==> src/rtl/cricket_score_ctrl.sv <==
// cricket_score_ctrl: T20 scoring engine (button debounce, event decode, two innings and chase).
// Optional feature macro CRICKET_EXTRAS_EN: when defined, code 7 (wide) scores one run without a legal ball.

// cricket_debounce: 2-FF synchronizer, debounce counter and one-cycle rising-edge pulse
module cricket_debounce #(
    parameter int DEBOUNCE_CYCLES = 1_000_000
) (
    input  logic clk_fpga,
    input  logic rst,
    input  logic btn,
    output logic pulse
);
    localparam int CW = $clog2(DEBOUNCE_CYCLES + 1);
    localparam logic [CW-1:0] LAST = CW'(DEBOUNCE_CYCLES - 1);
    logic s1;
    logic s2;
    logic db;
    logic db_q;
    logic arm;
    logic [CW-1:0] cnt;
    // Synchronizer is not reset so a button held through reset keeps reading high
    always_ff @(posedge clk_fpga) begin
        s1 <= btn;
        s2 <= s1;
    end
    // Debounce counter, re-arm after release, registered rising-edge pulse
    always_ff @(posedge clk_fpga) begin
        if (rst) begin
            cnt   <= '0;
            db    <= 1'b0;
            db_q  <= 1'b0;
            arm   <= 1'b0;
            pulse <= 1'b0;
        end else begin
            cnt   <= (s2 == db || cnt == LAST) ? '0 : cnt + 1'b1;
            db    <= (s2 != db && cnt == LAST) ? s2 : db;
            db_q  <= db;
            arm   <= arm | ~s2;
            pulse <= db & ~db_q & arm;
        end
    end
endmodule

module cricket_score_ctrl #(
    parameter int DEBOUNCE_CYCLES = 1_000_000,
    parameter int MAX_BALLS       = 120,
    parameter int MAX_WICKETS     = 10
) (
    input  logic       clk_fpga,
    input  logic       rst,
    input  logic       btn_event,
    input  logic       btn_next,
    input  logic [2:0] event_code,
    output logic [7:0] binaryRuns,
    output logic [3:0] wickets,
    output logic [7:0] ball_count,
    output logic [7:0] target,
    output logic       team,
    output logic       inning_over,
    output logic       game_over,
    output logic       winner,
    output logic       tie
);
    localparam logic [7:0] MB = 8'(MAX_BALLS);
    localparam logic [3:0] MW = 4'(MAX_WICKETS);

    typedef enum logic [1:0] {INN1, BREAK, INN2, DONE} state_t;
    state_t state;
    state_t state_nx;

    logic       ev_p;
    logic       nx_p;
    logic [2:0] ec_s1;
    logic [2:0] ec_s2;
    logic       legal;
    logic       is_wkt;
    logic       scores;
    logic       apply;
    logic       end_inn;
    logic       chase_won;
    logic [2:0] add;
    logic [8:0] run_sum;
    logic [7:0] runs_n;
    logic [7:0] balls_n;
    logic [3:0] wkts_n;

    cricket_debounce #(.DEBOUNCE_CYCLES(DEBOUNCE_CYCLES)) u_db_event (
        .clk_fpga(clk_fpga), .rst(rst), .btn(btn_event), .pulse(ev_p)
    );
    cricket_debounce #(.DEBOUNCE_CYCLES(DEBOUNCE_CYCLES)) u_db_next (
        .clk_fpga(clk_fpga), .rst(rst), .btn(btn_next), .pulse(nx_p)
    );

    // Synchronize the event switch bank; it is stable long before the pulse arrives
    always_ff @(posedge clk_fpga) begin
        if (rst) begin
            ec_s1 <= 3'd0;
            ec_s2 <= 3'd0;
        end else begin
            ec_s1 <= event_code;
            ec_s2 <= ec_s1;
        end
    end

    // Decode the event and precompute the updated counters and innings-end conditions
    always_comb begin
        legal     = ec_s2 != 3'd7;
        is_wkt    = ec_s2 == 3'd6;
`ifdef CRICKET_EXTRAS_EN
        add       = (ec_s2 == 3'd5) ? 3'd6 : (ec_s2 == 3'd7) ? 3'd1 : (ec_s2 == 3'd6) ? 3'd0 : ec_s2;
        scores    = 1'b1;
`else
        add       = (ec_s2 == 3'd5) ? 3'd6 : (ec_s2 >= 3'd6) ? 3'd0 : ec_s2;
        scores    = legal;
`endif
        apply     = ev_p & scores & (state == INN1 || state == INN2);
        run_sum   = {1'b0, binaryRuns} + {6'd0, add};
        runs_n    = run_sum[8] ? 8'hFF : run_sum[7:0];
        balls_n   = (legal && ball_count != MB) ? ball_count + 8'd1 : ball_count;
        wkts_n    = (is_wkt && wickets != MW) ? wickets + 4'd1 : wickets;
        end_inn   = balls_n == MB || wkts_n == MW;
        chase_won = runs_n > target;
    end

    // Match state register
    always_ff @(posedge clk_fpga) begin
        if (rst) state <= INN1;
        else     state <= state_nx;
    end

    // Next-state: innings end on the causing update, next button advances BREAK and DONE
    always_comb begin
        state_nx = state;
        case (state)
            INN1:    state_nx = (apply && end_inn) ? BREAK : INN1;
            BREAK:   state_nx = nx_p ? INN2 : BREAK;
            INN2:    state_nx = (apply && (chase_won || end_inn)) ? DONE : INN2;
            default: state_nx = nx_p ? INN1 : DONE;
        endcase
    end

    // State-derived flags
    always_comb begin
        inning_over = state == BREAK || state == DONE;
        game_over   = state == DONE;
    end

    // Score counters, target and result, updated alongside the state transition
    always_ff @(posedge clk_fpga) begin
        if (rst || (state == DONE && nx_p)) begin
            binaryRuns <= 8'd0;
            wickets    <= 4'd0;
            ball_count <= 8'd0;
            target     <= 8'd0;
            team       <= 1'b0;
            winner     <= 1'b0;
            tie        <= 1'b0;
        end else if (state == BREAK && nx_p) begin
            binaryRuns <= 8'd0;
            wickets    <= 4'd0;
            ball_count <= 8'd0;
            team       <= 1'b1;
        end else if (apply) begin
            binaryRuns <= runs_n;
            wickets    <= wkts_n;
            ball_count <= balls_n;
            if (state == INN1 && end_inn) target <= runs_n;
            if (state == INN2 && chase_won) winner <= 1'b1;
            else if (state == INN2 && end_inn) tie <= runs_n == target;
        end
    end
endmodule

==> config.mk <==
export PLATFORM = sky130hd
export DESIGN_NAME = cricket_score_ctrl
export DESIGN_NICKNAME = d
export VERILOG_FILES = /design/src/rtl/cricket_score_ctrl.sv
export SDC_FILE = /design/constraint.sdc
export NUM_CORES = 1
export LEC_CHECK = 0
export ABC_AREA = 1
export CAP_MARGIN = 15
export CORE_MARGIN = 5
export CORE_UTILIZATION = 47
export CTS_CLUSTER_SIZE = 12
export DETAILED_ROUTE_END_ITERATION = 10
export GPL_ROUTABILITY_DRIVEN = 0
export HOLD_SLACK_MARGIN = 0.06
export PLACE_DENSITY = 0.67
export SETUP_SLACK_MARGIN = 0.5
export SLEW_MARGIN = 10
export SYNTH_ARGS = -nofsm -noshare
export SYNTH_HDL_FRONTEND = slang
export SYNTH_SLANG_ARGS = --single-unit
==> constraint.sdc <==
create_clock -name clk_fpga -period 4.2 [get_ports clk_fpga]
set_clock_uncertainty 0.1 [all_clocks]
set_input_delay 0.63 -clock clk_fpga [delete_from_list [all_inputs] [get_ports clk_fpga]]
set_output_delay 0.63 -clock clk_fpga [all_outputs]
set_load 0.02 [all_outputs]
==> flow_summary.json <==
{
  "syn2layout_area_growth_pct": 15.9,
  "synth_top_area_cell": "dfxtp_1",
  "ys_seq_elements": 91,
  "postLayoutCellArea_sq_um": 5270,
  "drc": 0,
  "synth_edf_count": 0,
  "outcome": "finished, final reports clean",
  "synth_area_leaders": "dfxtp_1, nand2_1, inv_1",
  "netSwitchingFraction": 0.221,
  "rsz0062_at_grt": "no",
  "via_per_inst": 4.96,
  "critPathLaunchType": "flop",
  "power.switching_w": 0.000339,
  "power_density_nw_per_um2": 291,
  "grt.overflow.total": 0,
  "crit_fanout": 5,
  "core_sq_um": 9330,
  "highest_layer": "met4",
  "hold_buffers": 0,
  "synthCells": 643,
  "drtPass1Iterations": 5,
  "cp-end-kind": "flop",
  "nets": 706,
  "synth_top_family_by_area": "simple AND/OR/NAND/NOR gates",
  "grt_pass1_wl_mm": 16.4,
  "drt_iter0_drc": 215,
  "cell_internal_pwr_w": 0.00120,
  "postSynthAreaPerCell_sq_um": 7.07,
  "synth_mux_area_frac": 0,
  "wl_met3_um": 394,
  "synth_simple_gate_area_frac": 0.305,
  "relSlewSlack": 0.367,
  "finalCritPeriodShare": 0.816,
  "wl_met1_mm": 4.36,
  "cp_data_required_time_ns": 4.36,
  "dpl_cell_area_sq_um": 5040,
  "r2r_start": "ec_s2[1]",
  "wirelength_mm": 9.41,
  "ys.flop_type": "dfxtp_1",
  "max_cap_viol_count": 0,
  "yosysMostFrequentCell": "nand2_1",
  "synth_xor_area_frac": 0.0250,
  "ant_nets": 0,
  "drive_gt1_frac": 0.0729,
  "cp.arrival_ns": 3.58,
  "ios": 40,
  "cts_sinks": 91,
  "clock.fmax_ghz": 0.292,
  "numPortBuffers": 39,
  "die_area_sq_um": 11700,
  "final_util": 0.565,
  "grt_pass1_vias": 3777,
  "hold_viol_final": 0,
  "die_x_um": 108,
  "worst_pin_slew_ns": 0.947,
  "antenna_cells": 0,
  "cts_root_buf": "clkbuf_8",
  "synthAdderAreaFrac": 0.0512,
  "cts.path.max_buffers": 2,
  "maxSlewViolCount": 0,
  "netlist.area_leader.share": 0.401,
  "grt_start_max_net_pins": 25,
  "htreeDepth": 3,
  "ir_drop_mv": 0.174,
  "track_usage": 0.169,
  "holdCritPathClass": "reg2reg",
  "crit_type": "reg2reg",
  "power_w": 0.00154,
  "cp-startpoint": "ec_s2[1]",
  "synth_nets": 668,
  "yosys_warnings": 0,
  "synth_compound_area_frac": 0.119,
  "clk_pin_slew_ns": 0.10,
  "cts_tree": "done",
  "pwr-share-seq": 0.570,
  "insertion_delay_ns": 0.35,
  "setup-violations-final": 0,
  "whs_ns": 0.249,
  "antenna_found_initial": 0,
  "min_period_ns": 3.43,
  "num_vias": 4045,
  "wl_met2_mm": 4.49,
  "dp_hpwl_mm": 6.95,
  "synthArstFlopShare": 0,
  "pwr-share-comb": 0.028,
  "worstHoldStart": "u_db_event.s1",
  "static-leakage-power_nw": 2.21,
  "clock_power_share": 0.402,
  "num_rows": 35,
  "yosysUniqueCellTypes": 39,
  "synth_seq_area_share": 0.401,
  "die_y_um": 108,
  "synth_top_cells_by_count": "nand2_1, inv_1, dfxtp_1",
  "start_util": 0.487,
  "cts_buffers": 9,
  "fin_setup_tns_ns": 0,
  "synth_area_sq_um": 4550,
  "wl_per_cell_um": 11.5
}
-- power by group through the flow --
stage	Sequential, W	Combinational, W	Clock (W)
after floorplan	0.000894	0.0000298	0
after detailed placement	0.000895	0.0000428	0
final	0.000874	0.0000430	0.000618
after global routing	0.000876	0.0000494	0.000672
after CTS	0.000875	0.0000430	0.000641
after global placement	0.000894	0.0000421	0
-- registers in the layout, summed over array words and instances (netlist names), 2 cells and up --
signal and cells:
u_db_next.cnt 20, u_db_event.cnt 20, binaryRuns 8, ball_count 8, wickets 4, ec_s1 3, target 8, state 2
ec_s2 3
-- final timing paths --
| check | endpoint | slack [ns] | cells past startpoint |
|---|---|---|---|
| max | tie | 0.77 | 25 |
| min | u_db_event.s2 | 0.25 | 0 |
| max reg2reg | tie | 0.77 | 25 |
| min reg2reg | u_db_event.s2 | 0.25 | 0 |
-- final cells by class --
class / instances / area (sq um)
clock buffers: 11 / 151
multi-input cells: 435 / 2290
well taps: 129 / 161
fillers: 912 / 4060
repair buffers: 40 / 398
inverters: 104 / 390
clock inverters: 5 / 60.1
flip-flops and latches: 91 / 1820
-- critical path, stage by stage (launching register included) --
cell	delay, ns
dfxtp_1	0.34
nand2_2	0.09
nand3_1	0.07
inv_1	0.06
ha_1	0.14
inv_1	0.05
fa_1	0.39
or2_1	0.25
nand2_1	0.08
nand2_1	0.09
nor3_2	0.24
inv_2	0.09
nand2_1	0.06
nor2_1	0.06
inv_1	0.06
ha_1	0.23
a21oi_1	0.16
o21ai_0	0.11
nand2_1	0.07
nand3_1	0.07
nand2_1	0.11
nand2_1	0.06
nor2_1	0.13
nand3b_1	0.11
nand2_1	0.09
nor2_1	0.04
-- kinds of logic (layout without fill, tap and decap cells) --
logic type                 after synthesis  in the layout
and+or+nand+nor                        306            306
buffers and inverters                  117            160
AOI/OAI and AO/OA                       98             98
DFF                                     91             91
adders and majority gates               18             18
xor gates and xnor gates                13             13
-- layout by cell type (no fill, tap or decap), drive strengths merged, types with 3 or more instances in the layout --
cell type,instances
o21ai,29
inv,104
xor2,13
ha,17
clkinv,3
a21oi,54
nand2,131
dfxtp,91
clkbuf,11
nand3b,4
o21a,6
nor3b,8
clkdlybuf4s50,39
nand3,33
nor2,92
nor4,7
nor3,14
nand4,11
or2,6
-- stage by stage --
step                      std cells  worst slack [ns]
after floorplan                 643              1.07
after global placement          798             0.856
after detailed placement        798             0.689
after CTS                       814             0.661
after global routing            815             0.510
final                           815             0.775
-- repair_timing --
action	CTS	global route
buffers inserted	0	1
resized for setup	0	4
endpoints found under the hold margin	0	0
setup endpoints to repair	0	3
-- routing by layer --
metal	up-vias	GRT usage
li1	2138	-
met1	1801	0.211
met2	89	0.290
met3	17	0.0275
met4	0	0.0703
met5	-	0
No activity file was read; power rests on OpenSTA's default activity.
